### config.mk
export PLATFORM = sky130hd
export DESIGN_NAME = am_audio_dc_pwm
export DESIGN_NICKNAME = d
export VERILOG_FILES = /design/src/rtl/am_audio_dc_pwm_pkg.sv /design/src/rtl/am_audio_pwm.sv /design/src/rtl/am_audio_dc_pwm.sv
export SDC_FILE = /design/constraint.sdc
export NUM_CORES = 1
export LEC_CHECK = 0
export ABC_CLOCK_PERIOD_IN_PS = 6800
export CAP_MARGIN = 20
export CORE_MARGIN = 5
export CORE_UTILIZATION = 32
export DETAILED_ROUTE_END_ITERATION = 16
export GPL_TIMING_DRIVEN = 1
export PLACE_DENSITY_LB_ADDON = 0.12
export REMOVE_ABC_BUFFERS = 1
export SLEW_MARGIN = 20
export SYNTH_ARGS = -nofsm -noshare
export SYNTH_HDL_FRONTEND = slang
export SYNTH_SLANG_ARGS = --single-unit
### constraint.sdc
create_clock -name clk -period 6.8 [get_ports clk]
set_input_delay 0.68 -clock clk [delete_from_list [all_inputs] [get_ports clk]]
set_output_delay 0.68 -clock clk [all_outputs]
set_load 0.1 [all_outputs]
### src/rtl/am_audio_dc_pwm_pkg.sv
// Shared widths, saturation limits and the 24-bit to 16-bit audio saturator
// used by the AM audio DC-removal / PWM path.
package am_audio_pkg;

  localparam int AUDIO_W   = 16;
  localparam int GAIN_W    = 3;
  localparam int GAIN_MAX  = 7;
  localparam int AGC_QUIET = 2 ** 13;

  localparam logic signed [AUDIO_W-1:0] SAT_POS = 16'sh7FFF;
  localparam logic signed [AUDIO_W-1:0] SAT_NEG = 16'sh8000;

  typedef logic signed [AUDIO_W-1:0] audio_t;
  typedef logic        [GAIN_W-1:0]  gain_t;

  typedef struct packed {
    audio_t audio;
    logic   clip;
  } sat_t;

  function automatic sat_t saturate(input logic signed [23:0] g);
    sat_t r;
    if (g > 24'sh007FFF) begin
      r.audio = SAT_POS;
      r.clip  = 1'b1;
    end else if (g < 24'shFF8000) begin
      r.audio = SAT_NEG;
      r.clip  = 1'b1;
    end else begin
      r.audio = audio_t'(g[AUDIO_W-1:0]);
      r.clip  = 1'b0;
    end
    return r;
  endfunction

endpackage

### src/rtl/am_audio_pwm.sv
// Free-running PWM carrier for the audio pin; duty is latched only at the end
// of each period so a new sample never cuts a pulse short.
module am_audio_pwm #(
  parameter int unsigned PWM_BITS = 10
) (
  input  logic                clk,
  input  logic                reset,
  input  logic [PWM_BITS-1:0] audio_msb,
  output logic                pwm_out
);

  logic [PWM_BITS-1:0] r_cnt;
  logic [PWM_BITS-1:0] r_duty;

  always_ff @(posedge clk or posedge reset) begin
    if (reset) begin
      r_cnt   <= '0;
      r_duty  <= {1'b1, {(PWM_BITS-1){1'b0}}};
      pwm_out <= 1'b0;
    end else begin
      r_cnt <= r_cnt + PWM_BITS'(1);
      // Flipping the sign bit turns two's complement into offset binary.
      if (&r_cnt)
        r_duty <= {~audio_msb[PWM_BITS-1], audio_msb[PWM_BITS-2:0]};
      pwm_out <= (r_cnt < r_duty);
    end
  end

endmodule

### src/rtl/am_audio_dc_pwm.sv
// AM audio back end: leaky-average DC removal, 2^gain shift with saturation,
// PWM output. Define AM_AUDIO_AGC_EN to build the automatic gain control.
module am_audio_dc_pwm
  import am_audio_pkg::*;
#(
  parameter int unsigned DC_SHIFT   = 4,
  parameter int unsigned GAIN_SHIFT = 0,
  parameter int unsigned PWM_BITS   = 10,
  parameter int unsigned AGC_HOLD   = 64
) (
  input  logic                       clk,
  input  logic                       reset,
  input  logic                       d_valid,
  input  logic [15:0]                d_in,
  output logic signed [AUDIO_W-1:0]  audio_out,
  output logic                       audio_valid,
  output logic                       clip,
  output logic [GAIN_W-1:0]          gain,
  output logic                       pwm_out
);

  localparam int unsigned ACC_W = 16 + DC_SHIFT;

  if (GAIN_SHIFT > GAIN_MAX || AGC_HOLD == 0 || PWM_BITS < 2 || PWM_BITS > 16) begin : g_param_check
    $error("am_audio_dc_pwm: parameter out of range");
  end

  logic [ACC_W-1:0]   r_dc_acc;
  logic [15:0]        w_dc_est;
  logic signed [16:0] r_ac;
  logic               r_ac_valid;
  logic signed [23:0] w_g;
  sat_t               w_sat;
  gain_t              w_gain;

  assign w_dc_est = r_dc_acc[ACC_W-1:DC_SHIFT];

  // Stage 1: subtract the pre-update estimate, then leak it toward the input.
  always_ff @(posedge clk or posedge reset) begin
    if (reset) begin
      r_dc_acc   <= '0;
      r_ac       <= '0;
      r_ac_valid <= 1'b0;
    end else begin
      r_ac_valid <= d_valid;
      if (d_valid) begin
        r_ac     <= $signed({1'b0, d_in}) - $signed({1'b0, w_dc_est});
        r_dc_acc <= r_dc_acc + ACC_W'(d_in) - ACC_W'(w_dc_est);
      end
    end
  end

  assign w_g   = {{7{r_ac[16]}}, r_ac} <<< w_gain;
  assign w_sat = saturate(w_g);

  always_ff @(posedge clk or posedge reset) begin
    if (reset) begin
      audio_out   <= '0;
      audio_valid <= 1'b0;
      clip        <= 1'b0;
    end else begin
      audio_valid <= r_ac_valid;
      clip        <= r_ac_valid & w_sat.clip;
      if (r_ac_valid)
        audio_out <= w_sat.audio;
    end
  end

`ifdef AM_AUDIO_AGC_EN
  localparam int unsigned QW    = $clog2(AGC_HOLD + 1);
  localparam audio_t      Q_LIM = audio_t'(AGC_QUIET);

  logic [QW-1:0] r_quiet;
  gain_t         r_gain;
  logic          w_quiet;

  assign w_quiet = (w_sat.audio < Q_LIM) && (w_sat.audio > -Q_LIM);

  // Gain moves on the same edge that publishes the sample that caused it.
  always_ff @(posedge clk or posedge reset) begin
    if (reset) begin
      r_gain  <= gain_t'(GAIN_SHIFT);
      r_quiet <= '0;
    end else if (r_ac_valid) begin
      if (w_sat.clip) begin
        if (r_gain != '0)
          r_gain <= r_gain - gain_t'(1);
        r_quiet <= '0;
      end else if (w_quiet) begin
        if (r_quiet == QW'(AGC_HOLD - 1)) begin
          if (r_gain != gain_t'(GAIN_MAX))
            r_gain <= r_gain + gain_t'(1);
          r_quiet <= '0;
        end else begin
          r_quiet <= r_quiet + QW'(1);
        end
      end else begin
        r_quiet <= '0;
      end
    end
  end

  assign w_gain = r_gain;
`else
  assign w_gain = gain_t'(GAIN_SHIFT);
`endif

  assign gain = w_gain;

  am_audio_pwm #(
    .PWM_BITS (PWM_BITS)
  ) u_pwm (
    .clk       (clk),
    .reset     (reset),
    .audio_msb (audio_out[AUDIO_W-1 -: PWM_BITS]),
    .pwm_out   (pwm_out)
  );

endmodule
==> flow_metrics.tcl, run 1 <==
set metrics [dict create \
    hold_buffers 0 \
    final_area_um2 6329 \
    grtUsageTotal 0.1308 \
    firstDrtPassIters 4 \
    drive_above_1_share 0.07200 \
    antenna_found_initial 0 \
    crit_path_max_incr_delay_ps 540 \
    critPathLaunchType "input pin" \
    drv_slew 0 \
    synth_edf_count 0 \
    numCtsBuffers 9 \
    crit_chain "clkdlybuf4s50_1 > inv_1 > fa_1 > fa_1 > nor2b_1 > o21ai_2 > a2111oi_2 > o31ai_2 > a21oi_1 > mux2i_1 > o211ai_1" \
    diodes 0 \
    worstMarginPinSlew_ps 978.2 \
    fp.coreArea_um2 16640 \
    grt_pass1_vias 4134 \
    critPathTopFamily "compound AO/OA/AOI/OAI gates" \
    io_pins 41 \
    place_area_um2 6043 \
    synth_cells 583 \
    path_clk_slew_ps 60 \
    num_vias 4082 \
    hold_viol 0 \
    cap_viol_max_count 0 \
    rsz0062_at_grt "false" \
    drc 0 \
    grt_max_degree 78 \
    start_util 0.3277 \
    regToRegStartpoint "r_dc_acc[4]" \
    grt_pass1_wl_um 20970 \
    synthArstFlopShare 1.000 \
    synthTopCellsByCount "inv_1, dfrtp_1, nand2_1" \
    dieWidth_um 140.6 \
    clock.fmax_mhz 285.1 \
    cts.sinks 77 \
    yosysSeqAreaShare 0.3535 \
    synthTopCellsByArea "dfrtp_1, ha_1, inv_1" \
    hold_path_end "u_pwm.r_duty[9]" \
    synth-seq-cells 77 \
    crit_arrival_ps 3700 \
    dieHeight_um 140.6 \
    reg2regPathDepth 12 \
    htree_num_levels 3 \
    path_class "in -> reg" \
    syn2layout_area_growth_pct 16.04 \
    r2r_end "r_dc_acc[18]" \
    routedWlPerCell_um 14.50 \
    cts_resized 0 \
    maxSlewHeadroom 0.3458 \
    critical_path_required_ps 7000 \
    path_max_fanout 3 \
    critical_path_buf_inv_count 2 \
    synth_ff_type "dfrtp_1" \
    rows 47 \
    ys_types 63 \
    post-cts-setup-buffers 0 \
    grt_overflow 0 \
    r2r_slack_ps 3800 \
    endpoint_kind "flip-flop" \
    cts_tree "done" \
    synth_area_leader_cell "dfrtp_1" \
    min_from "audio_out[15]" \
    synth_top_area_frac 0.3487 \
    fin_worst_skew_ps 5.564 \
    cts_root_buf "clkbuf_16" \
    status "complete, no violations" \
    place_congestion 0.8463 \
    tns_ps 0 \
    setup_viol 0 \
    port_buffers 37 \
    via_per_inst 4.831 \
    yosysWarnings 0 \
    cts_buffer_depth 2 \
    syn_area_um2 5454 \
    yosysMostFrequentCell "inv_1" \
    fin_crit_sh 0.5158 \
    dp_hpwl_um 9327 \
    nets 702 \
    min_path_type "reg -> reg" \
    worst_path_most_repeated_cell "fa_1" \
    antenna_left 0 \
    hold_depth 1 \
    clock_latency_ps 340 \
    drtIter0Drc 173 \
    avgSynthCellArea_um2 9.355 \
    finalCriticalPeriod_ps 3507 \
    critPathSlowestCell "fa_1" \
    wl_um 12250 \
    dieArea_um2 19750 \
]
worst max-delay path by stage:
| stage | to | from | cells past startpoint |
|---|---|---|---|
| 6_report | r_dc_acc[18] | d_in[1] | 11 |
| 5_1_grt | r_dc_acc[19] | d_in[1] | 12 |
| 4_1_cts | r_dc_acc[18] | d_in[1] | 11 |
| 3_3_place_gp | r_dc_acc[18] | d_in[1] | 11 |
| 2_1_floorplan | r_dc_acc[18] | d_in[1] | 10 |
| 3_5_place_dp | r_dc_acc[18] | d_in[1] | 11 |
worst reg2reg max path: stages (launching register included):
cell	delay, ps
dfrtp_1	440
ha_1	290
inv_1	50
ha_1	190
inv_1	70
fa_1	400
nor2b_1	170
o21ai_2	90
a2111oi_2	520
o31ai_2	140
a21oi_1	190
mux2i_1	200
o211ai_1	110
placed cells by master (no fill, tap or decap), types with 4 or more instances in the layout:
cell type         n
inv_1            97
maj3_1           10
mux2_2           15
mux2i_1           7
xor2_1           10
dfrtp_1          76
a211oi_1          8
nor2_1           21
a21o_1           25
nand3_1          10
clkdlybuf4s50_1  37
ha_1             46
o211ai_1         12
o31ai_1           4
nand2_1          50
xnor2_1          13
and3_1            6
o21ai_1           7
fa_1             17
nor3_1            8
a21oi_1          26
o21a_1           10
nand2b_1          4
o21ai_0          33
clkbuf_16         9
registers in the layout (all words and copies together), names as in the netlist:
register / count
u_pwm.r_cnt: 10
r_ac: 17
audio_out: 16
clip: 1
u_pwm.pwm_out: 1
r_ac_valid: 1
r_dc_acc: 20
u_pwm.r_duty: 10
audio_valid: 1
per-layer routing:
metal | track usage | vias to the layer above | wire length, um
met4 | 0.04946 | 0 | 233
li1 | - | 2060 | -
met3 | 0.02386 | 17 | 452
met2 | 0.2107 | 74 | 5752
met1 | 0.1750 | 1931 | 5811
met5 | 0 | - | 0
kinds of logic (layout without fill, tap and decap cells):
| logic type | Yosys count | count (layout) | synth area share |
|---|---|---|---|
| xor gates and xnor gates | 23 | 23 | 0.03693 |
| buffers and inverters | 115 | 155 | 0.08488 |
| muxes | 22 | 22 | 0.04382 |
| other | 1 | 3 | 0.0006876 |
| DFF | 77 | 77 | 0.3535 |
| and+or+nand+nor | 117 | 117 | 0.1003 |
| adders and majority gates | 73 | 73 | 0.1863 |
| AOI/OAI and AO/OA | 155 | 155 | 0.1936 |
metrics by stage:
step,hold WS [ps],worst slack (ps),util,cells
5_1_grt,494.3,3108,0.3803,845
4_1_cts,472.9,3320,0.3800,845
3_5_place_dp,464.6,2967,0.3631,829
6_report,465.7,3293,0.3803,845
2_1_floorplan,452.2,3733,-,568
3_3_place_gp,453.7,3029,0.3631,829
cell type report:
class                           instances  area, um^2
Clock buffer                           13       260.3
Clock inverter                          3       21.27
Fill cell                            1700       10310
Inverter                               98       369.1
Multi-Input combinational cell        393        3070
Sequential cell                        77        1928
Tap cell                              220       275.3
Timing Repair Buffer                   41       404.1
Power of run 1 is left out: the tool's default activity adds up to more than one toggle a clock period on the data nets, which glitch-free logic cannot reach.
==> run 2, diff against run 1 <==
--- a/config.mk
+++ b/config.mk
@@ -5,7 +5,7 @@
 export SDC_FILE = /design/constraint.sdc
 export NUM_CORES = 1
 export LEC_CHECK = 0
-export ABC_CLOCK_PERIOD_IN_PS = 6800
+export ABC_CLOCK_PERIOD_IN_PS = 3100
 export CAP_MARGIN = 20
 export CORE_MARGIN = 5
 export CORE_UTILIZATION = 32
==> constraint.sdc (replaced) <==
create_clock -name clk -period 3.1 [get_ports clk]
set_input_delay 0.31 -clock clk [delete_from_list [all_inputs] [get_ports clk]]
set_output_delay 0.31 -clock clk [all_outputs]
set_load 0.1 [all_outputs]
==> run 2 against run 1 <==
  * Via count increased by 2.7%
  * Global-route usage up 0.24 points
  * Worst setup slack worse by 3200 ps
  * Non-clock buffer count increased by 36
  * Sequential share of layout area fell by 1.4 points
  * Core utilization increased by 1.9 points
  * Critical path type unchanged
  * Highest routed layer unchanged
==> flow_metrics.tcl, run 2 (synthesized netlist as in run 1, its figures left out) <==
set metrics [dict create \
    hold_buffers 0 \
    endpoint_kind "flip-flop" \
    drv_slew 0 \
    drive_above_1_share 0.1346 \
    start_util 0.3277 \
    worstMarginPinSlew_ps 983.5 \
    num_vias 4193 \
    dieWidth_um 140.6 \
    status "complete, no violations" \
    grt_max_degree 44 \
    critPathSlowestCell "fa_1" \
    clock.fmax_mhz 334.4 \
    critical_path_required_ps 3330 \
    drtIter0Drc 116 \
    largest_register_ffs 20 \
    detailroute.wirelength.met3_um 274 \
    final_common_cell "inv_1" \
    numCtsBuffers 9 \
    fin_worst_skew_ps 11.34 \
    crit_chain "clkdlybuf4s50_1 > inv_1 > fa_1 > inv_1 > ha_1 > nor2b_1 > o21ai_2 > a2111oi_4 > o31ai_2 > a21oi_1 > or3_1 > a31o_1" \
    cts_buffer_depth 2 \
    cts.sinks 77 \
    critPathTopFamily "compound AO/OA/AOI/OAI gates" \
    drc 0 \
    grt_pass1_wl_um 21390 \
    crit_path_max_incr_delay_ps 530 \
    worst_path_most_repeated_cell "inv_1" \
    dieHeight_um 140.6 \
    maxSlewHeadroom 0.3423 \
    routedWlPerCell_um 14.39 \
    wl_um 12680 \
    post-cts-setup-buffers 0 \
    wl_met2_um 5996 \
    dp_cells 865 \
    critPathLaunchType "input pin" \
    grt_pass1_vias 4337 \
    antenna_left 0 \
    mostFrequentLayoutCells "inv_1, dfrtp_1, nand2_1" \
    clock_latency_ps 350 \
    fp.coreArea_um2 16640 \
    nets 738 \
    crit_arrival_ps 3220 \
    setup_viol 0 \
    htree_num_levels 3 \
    place_congestion 0.8381 \
    firstDrtPassIters 4 \
    syn2layout_area_growth_pct 21.79 \
    grt_overflow 0 \
    rows 47 \
    cts_root_buf "clkbuf_16" \
    fin_crit_sh 0.9645 \
    io_pins 41 \
    port_buffers 37 \
    path_max_fanout 4 \
    path_clk_slew_ps 70 \
    wirelength_met1_um 6124 \
    grtUsageTotal 0.1332 \
    via_per_inst 4.759 \
    min_path_type "in -> async" \
    critical_path_buf_inv_count 3 \
    path_class "in -> reg" \
    antenna_found_initial 0 \
    dp_hpwl_um 9928 \
    cap_viol_max_count 0 \
    highest_layer "met4" \
    fin_cells 881 \
    cts_tree "done" \
    rsz0062_at_grt "true" \
    hold_viol 0 \
    max_flop_register "r_dc_acc" \
    dieArea_um2 19750 \
    finalCriticalPeriod_ps 2990 \
    reg_top3 "r_dc_acc x20, r_ac x17, audio_out x16" \
    diodes 0 \
]
[run 2: cell types whose count changed in the layout (fill, tap and decap cells not counted), sizes merged]
cell | before | now
buf | 4 | 45
bufinv | 0 | 1
clkbuf | 13 | 9
clkdlybuf4s50 | 37 | 32
clkinv | 2 | 5
[run 2: layer usage]
layer / vias up / global-route usage
li1: 2136 / -
met5: - / 0
met1: 1984 / 0.1751
met3: 20 / 0.01977
met2: 53 / 0.2185
met4: 0 / 0.05660
[run 2: what timing repair did]
action / in CTS / in global routing
gates resized for setup: 1 / 1
pin swaps: 0 / 2
setup endpoints to repair: 1 / 5
[run 2: cell type report]
cell class,count,area (um^2)
Tap cell,220,275.3
Inverter,98,369.1
Timing Repair Buffer,77,683.2
Clock inverter,7,73.82
Fill cell,1680,10000
Multi-Input combinational cell,393,3088
Sequential cell,77,1928
Clock buffer,9,225.2
[run 2: path summary, 6_finish.rpt]
path | cells past startpoint | slack, ps | end | from
worst min-delay path | 2 | 400 | r_ac[3] | reset
worst max register to register | 11 | 200 | r_dc_acc[12] | r_dc_acc[7]
worst max-delay path | 12 | 110 | r_dc_acc[12] | d_in[2]
max in group asynchronous | 3 | 1980 | u_pwm.r_duty[9] | reset
worst min register to register | 1 | 490 | u_pwm.r_duty[9] | audio_out[15]
min in group clk | 1 | 490 | u_pwm.r_duty[9] | audio_out[15]
[run 2: per-stage QoR]
stage | area (um^2) | hold WS [ps] | setup TNS [ps] | util | setup slack (ps)
2_1_floorplan | 5366 | 341.4 | 0 | - | 367.7
3_3_place_gp | 6326 | 454.0 | -2099 | 0.3801 | -291.2
3_5_place_dp | 6326 | 474.8 | -2475 | 0.3801 | -371.2
4_1_cts | 6638 | 423.2 | 0 | 0.3988 | 99.22
5_1_grt | 6643 | 466.0 | -8.168 | 0.3991 | -7.042
6_report | 6643 | 398.0 | 0 | 0.3991 | 109.9
Power of run 2 is left out for the same reason.
